[src/rtl/rv_inst_encoder_if.sv]
// Request/response bus of the RV64I/M instruction encoder.
// Requester and consumer sit on the master side; the encoder sits on the slave side.
interface rv_inst_encoder_if;
    logic        in_valid;
    logic        in_ready;
    logic [2:0]  in_fmt;
    logic [6:0]  in_opcode;
    logic [2:0]  in_funct3;
    logic [6:0]  in_funct7;
    logic [4:0]  in_rd;
    logic [4:0]  in_rs1;
    logic [4:0]  in_rs2;
    logic [31:0] in_imm;
    logic        out_valid;
    logic        out_ready;
    logic [31:0] out_inst;
    logic        out_last;
    logic        out_err;

    modport master (
        output in_valid, in_fmt, in_opcode, in_funct3, in_funct7,
               in_rd, in_rs1, in_rs2, in_imm, out_ready,
        input  in_ready, out_valid, out_inst, out_last, out_err
    );

    modport slave (
        input  in_valid, in_fmt, in_opcode, in_funct3, in_funct7,
               in_rd, in_rs1, in_rs2, in_imm, out_ready,
        output in_ready, out_valid, out_inst, out_last, out_err
    );
endinterface

[src/rtl/rv_inst_encoder.sv]
// Streaming RV64I/M instruction encoder with LI pseudo-op expansion.
// One registered output word; a pending ADDIW/ADDI of an LI pair is held in SECOND.
module rv_inst_encoder #(
    parameter int XLEN      = 64,
    parameter bit CHECK_IMM = 1'b1
) (
    input  logic               clk,
    input  logic               reset_n,
    rv_inst_encoder_if.slave   bus
);
    typedef enum logic {IDLE, SECOND} state_t;

    typedef struct packed {
        logic [31:0] inst;
        logic        last;
        logic        err;
    } word_t;

    localparam logic [6:0] OP_LUI  = 7'b0110111;
    localparam logic [6:0] OP_ADDI = 7'b0010011;
    localparam logic [6:0] OP_LO   = (XLEN == 64) ? 7'b0011011 : OP_ADDI;

    state_t state, nxt_state;
    word_t  out_q, nxt_out;
    word_t  sec_q, nxt_sec;
    logic   out_vld, nxt_vld;
    logic   in_rdy;

    // ---- combinational encode of the presented request
    word_t       enc, enc_sec;
    logic        enc_two, bad, rsvd;
    logic        fits12, fits_b, fits_j;
    logic [19:0] li_hi;
    logic signed [31:0] imm_s;
    logic [31:0] imm;

    assign imm    = bus.in_imm;
    assign imm_s  = bus.in_imm;
    assign fits12 = (imm_s >= -32'sd2048) && (imm_s <= 32'sd2047);
    assign fits_b = (imm_s >= -32'sd4096) && (imm_s <= 32'sd4094) && !imm[0];
    assign fits_j = (imm_s >= -32'sd1048576) && (imm_s <= 32'sd1048574) && !imm[0];
    // (imm + 0x800) >> 12: the 0x800 carries into bit 12 exactly when imm[11] is set
    assign li_hi  = imm[31:12] + {19'd0, imm[11]};

    always_comb begin
        enc     = '0;
        enc_sec = '0;
        enc_two = 1'b0;
        bad     = 1'b0;
        rsvd    = 1'b0;
        unique case (bus.in_fmt)
            3'd0: enc.inst = {bus.in_funct7, bus.in_rs2, bus.in_rs1, bus.in_funct3,
                              bus.in_rd, bus.in_opcode};
            3'd1: begin
                enc.inst = {imm[11:0], bus.in_rs1, bus.in_funct3, bus.in_rd, bus.in_opcode};
                bad      = !fits12;
            end
            3'd2: begin
                enc.inst = {imm[11:5], bus.in_rs2, bus.in_rs1, bus.in_funct3,
                            imm[4:0], bus.in_opcode};
                bad      = !fits12;
            end
            3'd3: begin
                enc.inst = {imm[12], imm[10:5], bus.in_rs2, bus.in_rs1, bus.in_funct3,
                            imm[4:1], imm[11], bus.in_opcode};
                bad      = !fits_b;
            end
            3'd4: enc.inst = {imm[19:0], bus.in_rd, bus.in_opcode};
            3'd5: begin
                enc.inst = {imm[20], imm[10:1], imm[11], imm[19:12], bus.in_rd, bus.in_opcode};
                bad      = !fits_j;
            end
            3'd6: begin
                if (fits12) begin
                    enc.inst = {imm[11:0], 5'd0, 3'b000, bus.in_rd, OP_ADDI};
                end else begin
                    enc.inst = {li_hi, bus.in_rd, OP_LUI};
                    // low part equals imm[11:0] reinterpreted as signed 12 bits
                    if (imm[11:0] != 12'd0) begin
                        enc_two      = 1'b1;
                        enc_sec.inst = {imm[11:0], bus.in_rd, 3'b000, bus.in_rd, OP_LO};
                        enc_sec.last = 1'b1;
                    end
                end
            end
            default: rsvd = 1'b1;
        endcase
        enc.last = !enc_two;
        if (rsvd || (CHECK_IMM && bad)) begin
            enc     = '{inst: 32'h0, last: 1'b1, err: 1'b1};
            enc_two = 1'b0;
        end
    end

    // ---- next-state / output register control
    always_comb begin
        nxt_state = state;
        nxt_out   = out_q;
        nxt_sec   = sec_q;
        nxt_vld   = out_vld;
        in_rdy    = (state == IDLE) && (!out_vld || bus.out_ready);
        if (bus.in_valid && in_rdy) begin
            nxt_out = enc;
            nxt_vld = 1'b1;
            if (enc_two) begin
                nxt_state = SECOND;
                nxt_sec   = enc_sec;
            end
        end else if (state == SECOND && bus.out_ready) begin
            nxt_out   = sec_q;
            nxt_state = IDLE;
        end else if (out_vld && bus.out_ready) begin
            nxt_vld = 1'b0;
        end
    end

    always_ff @(posedge clk or negedge reset_n) begin
        if (!reset_n) begin
            state   <= IDLE;
            out_q   <= '0;
            sec_q   <= '0;
            out_vld <= 1'b0;
        end else begin
            state   <= nxt_state;
            out_q   <= nxt_out;
            sec_q   <= nxt_sec;
            out_vld <= nxt_vld;
        end
    end

    assign bus.in_ready  = in_rdy;
    assign bus.out_valid = out_vld;
    assign bus.out_inst  = out_q.inst;
    assign bus.out_last  = out_q.last;
    assign bus.out_err   = out_q.err;
endmodule

[src/flat_wrapper.sv]
// flat-port wrapper written by rule: the top's interface ports become plain ports
module rv_inst_encoder_flat 
#(
    parameter int XLEN      = 64,
    parameter bit CHECK_IMM = 1'b1
)
  (clk, reset_n, bus_in_valid, bus_in_fmt, bus_in_opcode, bus_in_funct3, bus_in_funct7, bus_in_rd, bus_in_rs1, bus_in_rs2, bus_in_imm, bus_out_ready, bus_in_ready, bus_out_valid, bus_out_inst, bus_out_last, bus_out_err);
  rv_inst_encoder_if bus_i ();
  input  logic clk;
  input  logic reset_n;
  input wire logic [$bits(bus_i.in_valid)-1:0] bus_in_valid;
  input wire logic [$bits(bus_i.in_fmt)-1:0] bus_in_fmt;
  input wire logic [$bits(bus_i.in_opcode)-1:0] bus_in_opcode;
  input wire logic [$bits(bus_i.in_funct3)-1:0] bus_in_funct3;
  input wire logic [$bits(bus_i.in_funct7)-1:0] bus_in_funct7;
  input wire logic [$bits(bus_i.in_rd)-1:0] bus_in_rd;
  input wire logic [$bits(bus_i.in_rs1)-1:0] bus_in_rs1;
  input wire logic [$bits(bus_i.in_rs2)-1:0] bus_in_rs2;
  input wire logic [$bits(bus_i.in_imm)-1:0] bus_in_imm;
  input wire logic [$bits(bus_i.out_ready)-1:0] bus_out_ready;
  output wire logic [$bits(bus_i.in_ready)-1:0] bus_in_ready;
  output wire logic [$bits(bus_i.out_valid)-1:0] bus_out_valid;
  output wire logic [$bits(bus_i.out_inst)-1:0] bus_out_inst;
  output wire logic [$bits(bus_i.out_last)-1:0] bus_out_last;
  output wire logic [$bits(bus_i.out_err)-1:0] bus_out_err;
  assign bus_i.in_valid = bus_in_valid;
  assign bus_i.in_fmt = bus_in_fmt;
  assign bus_i.in_opcode = bus_in_opcode;
  assign bus_i.in_funct3 = bus_in_funct3;
  assign bus_i.in_funct7 = bus_in_funct7;
  assign bus_i.in_rd = bus_in_rd;
  assign bus_i.in_rs1 = bus_in_rs1;
  assign bus_i.in_rs2 = bus_in_rs2;
  assign bus_i.in_imm = bus_in_imm;
  assign bus_i.out_ready = bus_out_ready;
  assign bus_in_ready = bus_i.in_ready;
  assign bus_out_valid = bus_i.out_valid;
  assign bus_out_inst = bus_i.out_inst;
  assign bus_out_last = bus_i.out_last;
  assign bus_out_err = bus_i.out_err;
  rv_inst_encoder #(.XLEN(XLEN), .CHECK_IMM(CHECK_IMM)) u_core (.clk(clk), .reset_n(reset_n), .bus(bus_i));
endmodule
[config.mk]
export PLATFORM = sky130hd
export DESIGN_NAME = rv_inst_encoder_flat
export DESIGN_NICKNAME = d
export VERILOG_FILES = /design/src/rtl/rv_inst_encoder_if.sv /design/src/rtl/rv_inst_encoder.sv /design/src/flat_wrapper.sv
export SDC_FILE = /design/constraint.sdc
export NUM_CORES = 1
export LEC_CHECK = 0
export CAP_MARGIN = 20
export CORE_MARGIN = 10
export CORE_UTILIZATION = 40
export DETAILED_ROUTE_END_ITERATION = 8
export HOLD_SLACK_MARGIN = 0.02
export PLACE_DENSITY = 0.73
export SKIP_CTS_REPAIR_TIMING = 1
export SLEW_MARGIN = 20
export SYNTH_ARGS = -nofsm -noshare
export SYNTH_HDL_FRONTEND = slang
export SYNTH_SLANG_ARGS = --single-unit
[constraint.sdc]
create_clock -name clk -period 2.9 [get_ports clk]
set_input_delay 0.725 -clock clk [delete_from_list [all_inputs] [get_ports clk]]
set_output_delay 0.725 -clock clk [all_outputs]
set_load 0.02 [all_outputs]
Word-level counts from Yosys, hierarchy flattened. Index checks and enable logic that the tools add are counted.

Input port bits: 71. Bits in registers: 69. Output and inout bits: 36.

Muxes and demuxes: 20. Bitwise gates (word level): 1. Equality and inequality tests: 8. Reductions and logical operators: 26. Add/subtract/negate cells: 1. Order comparisons: 6.

Operators with widths (count): case mux 32 bit (7 select lines) (1); 2-to-1 mux 34 bit (3); 2-to-1 mux 33 bit (3); >= comparator 32 x 12 -> 1 bit, second input constant (1); >= comparator 32 x 13 -> 1 bit, second input constant (1); >= comparator 32 x 21 -> 1 bit, second input constant (1); <= comparator 32 x 12 -> 1 bit, second input constant (1); <= comparator 32 x 13 -> 1 bit, second input constant (1); <= comparator 32 x 21 -> 1 bit, second input constant (1); 2-to-1 mux 32 bit (1); adder 20 x 1 -> 20 bit (1); nonzero test 12 bit (1); 2-to-1 mux 1 bit (11); equality test 3 bit, second input constant (3); logical AND 1 bit (9); OR reduction 7 bit (1); equality test 3 x 2 -> 1 bit, second input constant (2); zero test 1 bit (6); AND reduction 2 bit (3); != test 2 x 1 -> 1 bit, second input constant (2); nonzero test 2 bit (2); equality test 3 x 1 -> 1 bit, second input constant (1); zero test 3 bit (1); case mux 1 bit (3 select lines) (1); other kinds (3) (4).

Logic depth before layout (Yosys ltp). Gate-level depths: netlist of the first run.

Depth after elaboration: 9. Gate-level depth with buffers: 10. Mapped depth without buffers: 8.

Least setup slack after synthesis of the first run. No wires, ideal clock.

Kind: input to register. Start point: input port bus_in_imm[17]. End point: register u_core.out_q (netlist bit u_core.bus.out_inst[10]). Path slack: 0.149 ns. Cell stages on the path: 9. Arrival: 2.671 ns. Library setup time: 0.080 ns. Path buffers: 3. Cells stage by stage: buf_2 > nand3_1 > or4_4 > or3_4 > a32oi_2 > o211ai_2 > buf_6 > buf_6 > o22ai_2.

Longest elaborated chain between the ends: 8.

RTL lines: start, declared (RTL line flat_wrapper.sv:19) `input wire logic [$bits(bus_i.in_imm)-1:0] bus_in_imm;`; >= comparator 32 x 21 -> 1 bit (tied with other cells) (RTL line rv_inst_encoder.sv:41) `assign fits_j = (imm_s >= -32'sd1048576) && (imm_s <= 32'sd1048574) && !imm[0];`; logical AND 1 bit (on tied branches) (2 in a row) (RTL line rv_inst_encoder.sv:41, rv_inst_encoder.sv:40); zero test 1 bit (on tied branches) (RTL line rv_inst_encoder.sv:71, rv_inst_encoder.sv:66); case mux 1 bit (3 select lines) (*) (RTL line rv_inst_encoder.sv:51) `unique case (bus.in_fmt)`; logical OR 1 bit (*) (RTL line rv_inst_encoder.sv:89) `if (rsvd || (CHECK_IMM && bad)) begin`; 2-to-1 mux 34 bit (*) (RTL line rv_inst_encoder.sv:89); 2-to-1 mux 34 bit (*) (RTL line rv_inst_encoder.sv:102) `if (bus.in_valid && in_rdy) begin`; end signal, assigned (RTL line rv_inst_encoder.sv:125) `out_q <= nxt_out;`; end, declared (RTL line rv_inst_encoder.sv:24) `word_t out_q, nxt_out;`.

Every way passes the cells marked *; elsewhere a longest branch is shown, timed or not. A chain may end at the register's enable or synchronous reset.

Worst setup path after layout of the first run.
Start point: input port bus_in_imm[16]. End point: register u_core.out_q (netlist bit u_core.bus.out_inst[21]).

Longest elaborated chain between the ends: 8.

RTL lines (RTL line): >= comparator 32 x 21 -> 1 bit (tied with other cells) (rv_inst_encoder.sv:41); logical AND 1 bit (on tied branches) (2 in a row) (rv_inst_encoder.sv:41, rv_inst_encoder.sv:40); zero test 1 bit (on tied branches) (rv_inst_encoder.sv:71, rv_inst_encoder.sv:66); case mux 1 bit (3 select lines) (rv_inst_encoder.sv:51); logical OR 1 bit (rv_inst_encoder.sv:89); 2-to-1 mux 34 bit (*) (rv_inst_encoder.sv:89); 2-to-1 mux 34 bit (*) (rv_inst_encoder.sv:102).

Marks and branches as above.

==> impl_metrics.yaml, run 1 <==
status:
  status: "completed"
timing:
  holdWs_ps: 412.2
  finalSetupViolations: 0
  drv_slew: 0
  fin_ws_ps: 46.71
  hold_violations: 0
  worst_pin_slew_ps: 653.9
  fmax_mhz: 350.5
  slew_headroom_pct: 56.40
  tns_ps: 0
  finalClockSkew_ps: 11.53
  post-route-min-period_ps: 2853
  fin_crit_sh_pct: 98.39
die:
  rows: 35
  dieHeight_um: 117.0
  die_x_um: 117.0
  initial_core_util_pct: 40.94
  core_area_um2: 9196
  io_pins: 107
  die_area_um2: 13690
layout:
  stdcell_count: 707
  layout_commonest_cell: "clkdlybuf4s50_1"
  final_cell_mix: "clkdlybuf4s50_1 (97), buf_4 (91), dfrtp_1 (54)"
  finalNetCount: 669
  drive_above_1_share_pct: 24.37
  area_growth_pct: 54.57
clocking:
  cts_inserted_buffers: 5
  htreeDepth: 2
  cts_buffer_depth: 2
  clkLatencyLatePin_ps: 320
  cts_root_buf: "clkbuf_8"
  cts_sinks: 54
  path_clk_slew_ps: 110
  cts_tree: "built"
grt:
  antenna_found_initial: 1
  globalRouteOverflowTotal: 0
  track_usage_pct: 21.95
  grt_max_degree: 30
  first_global_vias: 4285
  grt_pass1_wl_um: 23630
synthesis:
  yosysSeqAreaShare_pct: 35.89
  syn-num-nets: 491
  synth_area_per_cell_um2: 9.050
  synth_edf_count: 0
  synth_cells: 416
  ys_seq_elements: 54
  synth_area_um2: 3765
  async_flop_share_pct: 100.0
  ys.flop_type: "dfrtp_1"
  yosysWarnings: 0
  synthDistinctLibCells: 60
worst_setup_path:
  cpPeakStageDelay_ps: 540
  critical_path.max_fanout: 15
  cp.arrival_ps: 3080
  required_ps: 3120
  r2r_cells: 6
  path_cells: "clkdlybuf4s50_1 -> nand3_2 -> or4_4 -> or3_4 -> a32oi_4 -> o211ai_4 -> buf_12 -> a221oi_2"
  crit_family: "simple AND/OR/NAND/NOR gates"
  crit_type: "input port to flip-flop"
  slowest_stage: "or4_4"
  path_depth: 8
  crit_buf_inv: 2
  cp-start-kind: "input port"
  end_kind: "flip-flop"
routing:
  drcViolationCount: 0
  antenna_left: 0
  drt-pass1-iter-count: 6
  viasPerCell: 6.064
  routedWlPerCell_um: 22.12
  drt_iter0_markers: 451
  wirelength_um: 15640
  via_count: 4287
placement:
  post-place-ws_ps: -447.3
  hpwl_um: 12220
  dpl.cell_count: 696
  io_buffers: 106
  gp_congestion: 0.9659
flow_run:
  cap_viol_max_count: 0
power_and_ir_drop:
  clock_power_share_pct: 18.0
  power_density_nw_per_um2: 431.6
  share_comb_of_total_power_pct: 41.7
  switching_share_pct: 36.14
  vdd_drop_max_uv: 237.3
  switching_power_w: 0.0009076
  p_seq_share_pct: 40.3
  p_int_w: 0.001604
  p_leak_nw: 2.444
worst_hold_path:
  hold_path_class: "input port to asynchronous set/reset pin"
## power by group through the flow
stage               registers, W  clock network [W]  logic, W
floorplan                0.00112                  0  0.000371
global placement         0.00101                  0  0.000999
global route             0.00103           0.000476   0.00111
CTS                      0.00101           0.000453   0.00103
finish                   0.00101           0.000452   0.00105
detailed placement       0.00102                  0   0.00102
## flip-flops by register name, indices dropped and copies added (netlist names)
name                  count
u_core.bus.out_inst      32
u_core.bus.out_valid      1
u_core.bus.out_err        1
u_core.sec_q             18
u_core.state              1
u_core.bus.out_last       1
## layout make-up
class                   instances  area, um2
fillers                       767       3377
multi-input cells             321       2349
repair buffers                201       1844
flip-flops and latches         54       1351
well taps                     111      138.9
clock buffers                   5      68.82
inverters                      11      41.29
clock inverters                 3      23.77
diodes                          1      2.502
## through the flow
step,power (W),instance area [um2],util (%)
floorplan,0.001489,3765,-
global placement,0.002014,5559,60.45
detailed placement,0.002043,5559,60.45
CTS,0.002487,5652,61.46
global route,0.002620,5819,63.28
finish,0.002511,5819,63.28
## synthesized netlist by cell type, types with 2 or more instances
cell type | n | area, um2
a221oi_2 | 9 | 135.1
buf_6 | 2 | 22.52
nand2_1 | 29 | 108.9
xor2_1 | 9 | 78.83
a31oi_1 | 3 | 18.77
and2_1 | 2 | 12.51
o311a_1 | 5 | 50.05
a221oi_1 | 2 | 17.52
o21a_1 | 2 | 15.01
mux2i_1 | 6 | 60.06
a41oi_1 | 3 | 26.28
mux2_1 | 17 | 191.4
xnor2_1 | 9 | 78.83
a21oi_1 | 21 | 105.1
nor4_1 | 11 | 68.82
and3_1 | 4 | 25.02
clkbuf_1 | 20 | 75.07
o21ai_0 | 37 | 185.2
o22ai_1 | 8 | 50.05
o2111ai_1 | 3 | 26.28
o211ai_1 | 7 | 52.55
dfrtp_1 | 54 | 1351
and4_1 | 3 | 26.28
nor3_1 | 11 | 55.05
a211o_1 | 4 | 35.03
buf_2 | 7 | 35.03
ha_1 | 4 | 50.05
a222oi_1 | 7 | 70.07
nand3_1 | 20 | 100.1
nand4_1 | 5 | 31.28
nor2_1 | 35 | 131.4
inv_1 | 10 | 37.54
a22oi_1 | 9 | 67.56
mux2_2 | 8 | 90.09
o22ai_2 | 5 | 62.56
## worst reg2reg max path, stage by stage (launching register included)
cell and delay (ps):
dfrtp_1 390, inv_1 60, o211ai_1 270, buf_4 300
o21ai_0 270, o311a_1 200, a221oi_2 230
## layer usage
metal	GRT usage (%)	vias to the layer above	routed length, um
li1	-	1947	-
met1	27.64	2083	6567
met2	36.33	231	7301
met3	5.046	26	1366
met4	7.002	0	399
met5	0	-	0
## worst paths after layout
check	startpoint	endpoint	slack (ps)
setup reg to reg	u_core.bus.out_valid	u_core.bus.out_inst[29]	1090
min in group clk	u_core.bus.out_inst[12]	u_core.bus.out_inst[12]	490
hold reg to reg	u_core.bus.out_inst[12]	u_core.bus.out_inst[12]	490
max in group asynchronous	reset_n	u_core.sec_q[27]	1820
hold / removal	reset_n	u_core.bus.out_last	410
setup / recovery	bus_in_imm[16]	u_core.bus.out_inst[21]	50
## cell families (layout without fill, tap and decap cells)
kind of cell | Yosys count | count (layout) | share of synthesized area (%)
mux | 31 | 31 | 9.073
xor+xnor | 18 | 18 | 4.188
fa+ha+maj | 4 | 4 | 1.329
compound gates | 139 | 139 | 27.92
simple gates | 129 | 129 | 16.88
flops | 54 | 54 | 35.89
buf+inv | 41 | 220 | 4.719
other cells | 0 | 1 | 0
Note: power is estimated with default switching activity, not from simulation.
==> inputs of run 2 (changes only) <==
Settings changed: GPL_ROUTABILITY_DRIVEN set to 0.
==> impl_metrics.yaml, run 2 (same netlist as run 1, synthesis figures left out) <==
worst_setup_path:
  critical_path.max_fanout: 8
  required_ps: 3120
  r2r_start: "u_core.state"
  end_kind: "flip-flop"
  reg2reg_to: "u_core.bus.out_inst[23]"
  cp-start-kind: "input port"
  r2r_cells: 6
  rrSetupSlack_ps: 990
  crit_type: "input port to flip-flop"
  cp.arrival_ps: 3070
grt:
  track_usage_pct: 21.34
  grt_pass1_wl_um: 23100
  antenna_found_initial: 0
  met3_usage_pct: 5.810
  use_met2_pct: 34.80
  top_usage_layer: "met2"
  globalRouteOverflowTotal: 0
  first_global_vias: 4361
  grtUsageMet1_pct: 26.33
  grt_max_degree: 30
timing:
  drv_slew: 0
  fin_crit_sh_pct: 98.18
  finalClockSkew_ps: 9.817
  fmax_mhz: 351.2
  finalSetupViolations: 0
  holdWs_ps: 380.9
  tns_ps: 0
  slew_headroom_pct: 39.61
  post-route-min-period_ps: 2847
  worst_pin_slew_ps: 896.4
  hold_violations: 0
routing:
  viasPerCell: 6.266
  drt_iter0_markers: 526
  routedWlPerCell_um: 22.08
  drcViolationCount: 2
  via_count: 4361
  wirelength_um: 15370
  drt-pass1-iter-count: 9
  antenna_left: 0
layout:
  finalNetCount: 660
  fillers: 761
  largest_reg_flops: 32
  layout_commonest_cell: "clkdlybuf4s50_1"
  area_growth_pct: 53.71
  final_core_util_pct: 62.93
  antenna_cells: 0
  drive_above_1_share_pct: 23.08
  final_cell_mix: "clkdlybuf4s50_1 (95), buf_4 (80), dfrtp_1 (54)"
placement:
  io_buffers: 106
  hpwl_um: 11650
status:
  violations: "design-rule violations"
  status: "finished, violations left"
die:
  initial_core_util_pct: 40.94
  die_area_um2: 13690
  core_area_um2: 9196
  dieHeight_um: 117.0
  die_x_um: 117.0
  io_pins: 107
  rows: 35
power_and_ir_drop:
  vdd_drop_max_uv: 216.1
  power_density_nw_per_um2: 448.3
  p_leak_nw: 2.437
clocking:
  cts_buffer_depth: 2
  cts_root_buf: "clkbuf_8"
  path_clk_slew_ps: 100
  cts_tree: "built"
  cts_inserted_buffers: 5
  clkLatencyLatePin_ps: 320
  htreeDepth: 2
  cts_sinks: 54
worst_hold_path:
  hold_path_class: "input port to asynchronous set/reset pin"
flow_run:
  cap_viol_max_count: 0
## run 2: changes by cell type in the layout (fill, tap and decap cells not counted), moves of 2 or more
cell	delta
dlymetal6s2s_1	+2
nor4_1	+3
nor3_1	+2
buf_4	-11
nor4_2	-2
nor3_2	-2
clkdlybuf4s50_1	-2
clkinvlp_4	-2
## run 2: final cells by class
class                           count  area (um2)  share of cell area, %
Clock inverter                      1       30.03                 0.5189
Tap cell                          111       138.9                  2.400
Inverter                           11       41.29                 0.7135
Timing Repair Buffer              192        1803                  31.16
Clock buffer                        6       82.58                  1.427
Sequential cell                    54        1351                  23.35
Multi-Input combinational cell    321        2340                  40.43
## run 2: worst max-delay path, cell delays in order
cell and delay (ps):
clkdlybuf4s50_1 430, buf_4 160, nor4_1 300, and3_2 320, o2111ai_2 200, a32oi_4 290
o211ai_4 180, buf_12 190, a221oi_4 260
## run 2: worst max-delay path by stage
stage / from / to / slack [ps]
2_1_floorplan: bus_in_imm[17] / u_core.bus.out_inst[10] / 150
3_3_place_gp: bus_in_imm[18] / u_core.sec_q[32] / -280
3_5_place_dp: bus_in_imm[18] / u_core.bus.out_inst[23] / -390
4_1_cts: bus_in_imm[18] / u_core.bus.out_inst[23] / -60
5_1_grt: bus_in_imm[14] / u_core.bus.out_inst[23] / -50
6_report: bus_in_imm[26] / u_core.bus.out_inst[23] / 50
## run 2: per-layer routing
layer  part of all wire (%)  wire length, um
met3                     12             1853
met1                     38             5905
met2                     46             7094
met4                    3.3              514
met5                      0                0
## run 2: stage by stage
step | instance area (um2) | std cells | setup WS, ps | power [W]
floorplan | 3765 | 416 | 148.8 | 0.001489
global placement | 5477 | 685 | -282.5 | 0.002007
detailed placement | 5477 | 685 | -385.2 | 0.002032
CTS | 5589 | 692 | -56.74 | 0.002554
global route | 5787 | 696 | -51.14 | 0.002708
finish | 5787 | 696 | 52.65 | 0.002594
## run 2: report_power, final
part           internal [W]  switching, W
combinational      0.000517      0.000532
clock              0.000277      0.000253
sequential         0.000917     0.0000991
total               0.00171      0.000884
==> inputs of run 3 (changes only) <==
Settings changed: CELL_PAD_IN_SITES_DETAIL_PLACEMENT set to 0, CELL_PAD_IN_SITES_GLOBAL_PLACEMENT set to 1, CORE_UTILIZATION 40 to 39, PLACE_DENSITY 0.73 to 0.91.
==> impl_metrics.yaml, run 3 (same netlist as run 1, synthesis figures left out) <==
status:
  status: "completed"
power_and_ir_drop:
  p_leak_nw: 2.373
  vdd_drop_max_uv: 192.0
  power_density_nw_per_um2: 447.9
grt:
  grt_max_degree: 28
  first_global_vias: 4246
  globalRouteOverflowTotal: 0
  antenna_found_initial: 0
  grt_pass1_wl_um: 23150
  track_usage_pct: 19.89
layout:
  layout_commonest_cell: "clkdlybuf4s50_1"
  finalNetCount: 661
  fillers: 799
  area_growth_pct: 52.18
  seqCellArea_um2: 1351
  stdcell_area_um2: 5729
  drive_above_1_share_pct: 22.32
  largest_reg_flops: 32
  multi_input_area_um2: 2297
  final_cell_mix: "clkdlybuf4s50_1 (101), buf_4 (81), dfrtp_1 (54)"
  antenna_cells: 0
die:
  rows: 35
  initial_core_util_pct: 40.36
  die_area_um2: 13980
  dieHeight_um: 118.3
  core_area_um2: 9328
  io_pins: 107
  die_x_um: 118.3
timing:
  worst_pin_slew_ps: 563.3
  fin_crit_sh_pct: 98.44
  tns_ps: 0
  fmax_mhz: 350.3
  slew_headroom_pct: 62.05
  post-route-min-period_ps: 2855
  drv_slew: 0
  finalSetupViolations: 0
  finalClockSkew_ps: 6.445
  hold_violations: 0
routing:
  via_count: 4252
  wl_met3_um: 1022
  wirelength_um: 14640
  drt-met1-wl_um: 6108
  routedWlPerCell_um: 20.45
  drcViolationCount: 0
  drt_iter0_markers: 441
  top_layer: "met4"
  wl_met2_um: 7022
  viasPerCell: 5.939
  antenna_left: 0
  drt-pass1-iter-count: 6
clocking:
  cts_root_buf: "clkbuf_8"
  path_clk_slew_ps: 100
  cts_inserted_buffers: 5
  cts_buffer_depth: 2
  cts_tree: "built"
  clkLatencyLatePin_ps: 310
  cts_sinks: 54
  htreeDepth: 2
worst_setup_path:
  critical_path.max_fanout: 3
  cp.arrival_ps: 2130
  crit_type: "input port to primary output"
  r2r_cells: 5
  cp-start-kind: "input port"
  required_ps: 2170
  end_kind: "primary output"
flow_run:
  cap_viol_max_count: 0
placement:
  io_buffers: 106
  hpwl_um: 11740
  postPlaceCellArea_um2: 5529
worst_hold_path:
  hold_path_class: "input port to asynchronous set/reset pin"
## run 3: final timing paths
| kind | startpoint | endpoint | slack [ps] |
|---|---|---|---|
| min in group clk | u_core.bus.out_inst[5] | u_core.bus.out_inst[5] | 490 |
| setup / recovery | bus_out_ready | bus_in_ready | 50 |
| setup reg to reg | u_core.state | u_core.bus.out_inst[22] | 1090 |
| hold reg to reg | u_core.bus.out_inst[5] | u_core.bus.out_inst[5] | 490 |
| max in group asynchronous | reset_n | u_core.sec_q[32] | 1870 |
| hold / removal | reset_n | u_core.bus.out_inst[8] | 340 |
## run 3: cell type report
class / count / share of cell area, %
Clock buffer: 6 / 1.267
Clock inverter: 2 / 0.6552
Inverter: 11 / 0.7207
Multi-Input combinational cell: 321 / 40.10
Sequential cell: 54 / 23.59
Tap cell: 129 / 2.817
Timing Repair Buffer: 193 / 30.86
## run 3: per-stage QoR
stage	util (%)	total power [W]	hold WS [ps]	instances	setup slack, ps
global route	61.42	0.002688	364.1	716	-28.09
CTS	60.46	0.002553	350.9	715	-18.65
detailed placement	59.28	0.002047	469.0	707	-348.5
finish	61.42	0.002566	341.4	716	45.33
global placement	59.28	0.002015	462.5	707	-317.7
floorplan	-	0.001489	429.4	416	148.8
## run 3: critical path, stage by stage
cell and delay, ps:
clkdlybuf4s50_1 480, inv_1 60, a21oi_1 200, clkdlybuf4s50_1 660
## run 3: metal layers
layer	track usage [%]	vias to the layer above
met2	33.14	227
met4	6.955	0
met1	25.79	2047
met5	0	-
li1	-	1939
met3	2.570	39
## run 3: power breakdown
group          total, W  switching [W]  internal [W]
Sequential      0.00101      0.0000935      0.000916
Combinational   0.00104       0.000525      0.000514
Clock          0.000518       0.000259      0.000258
Total           0.00257       0.000878       0.00169
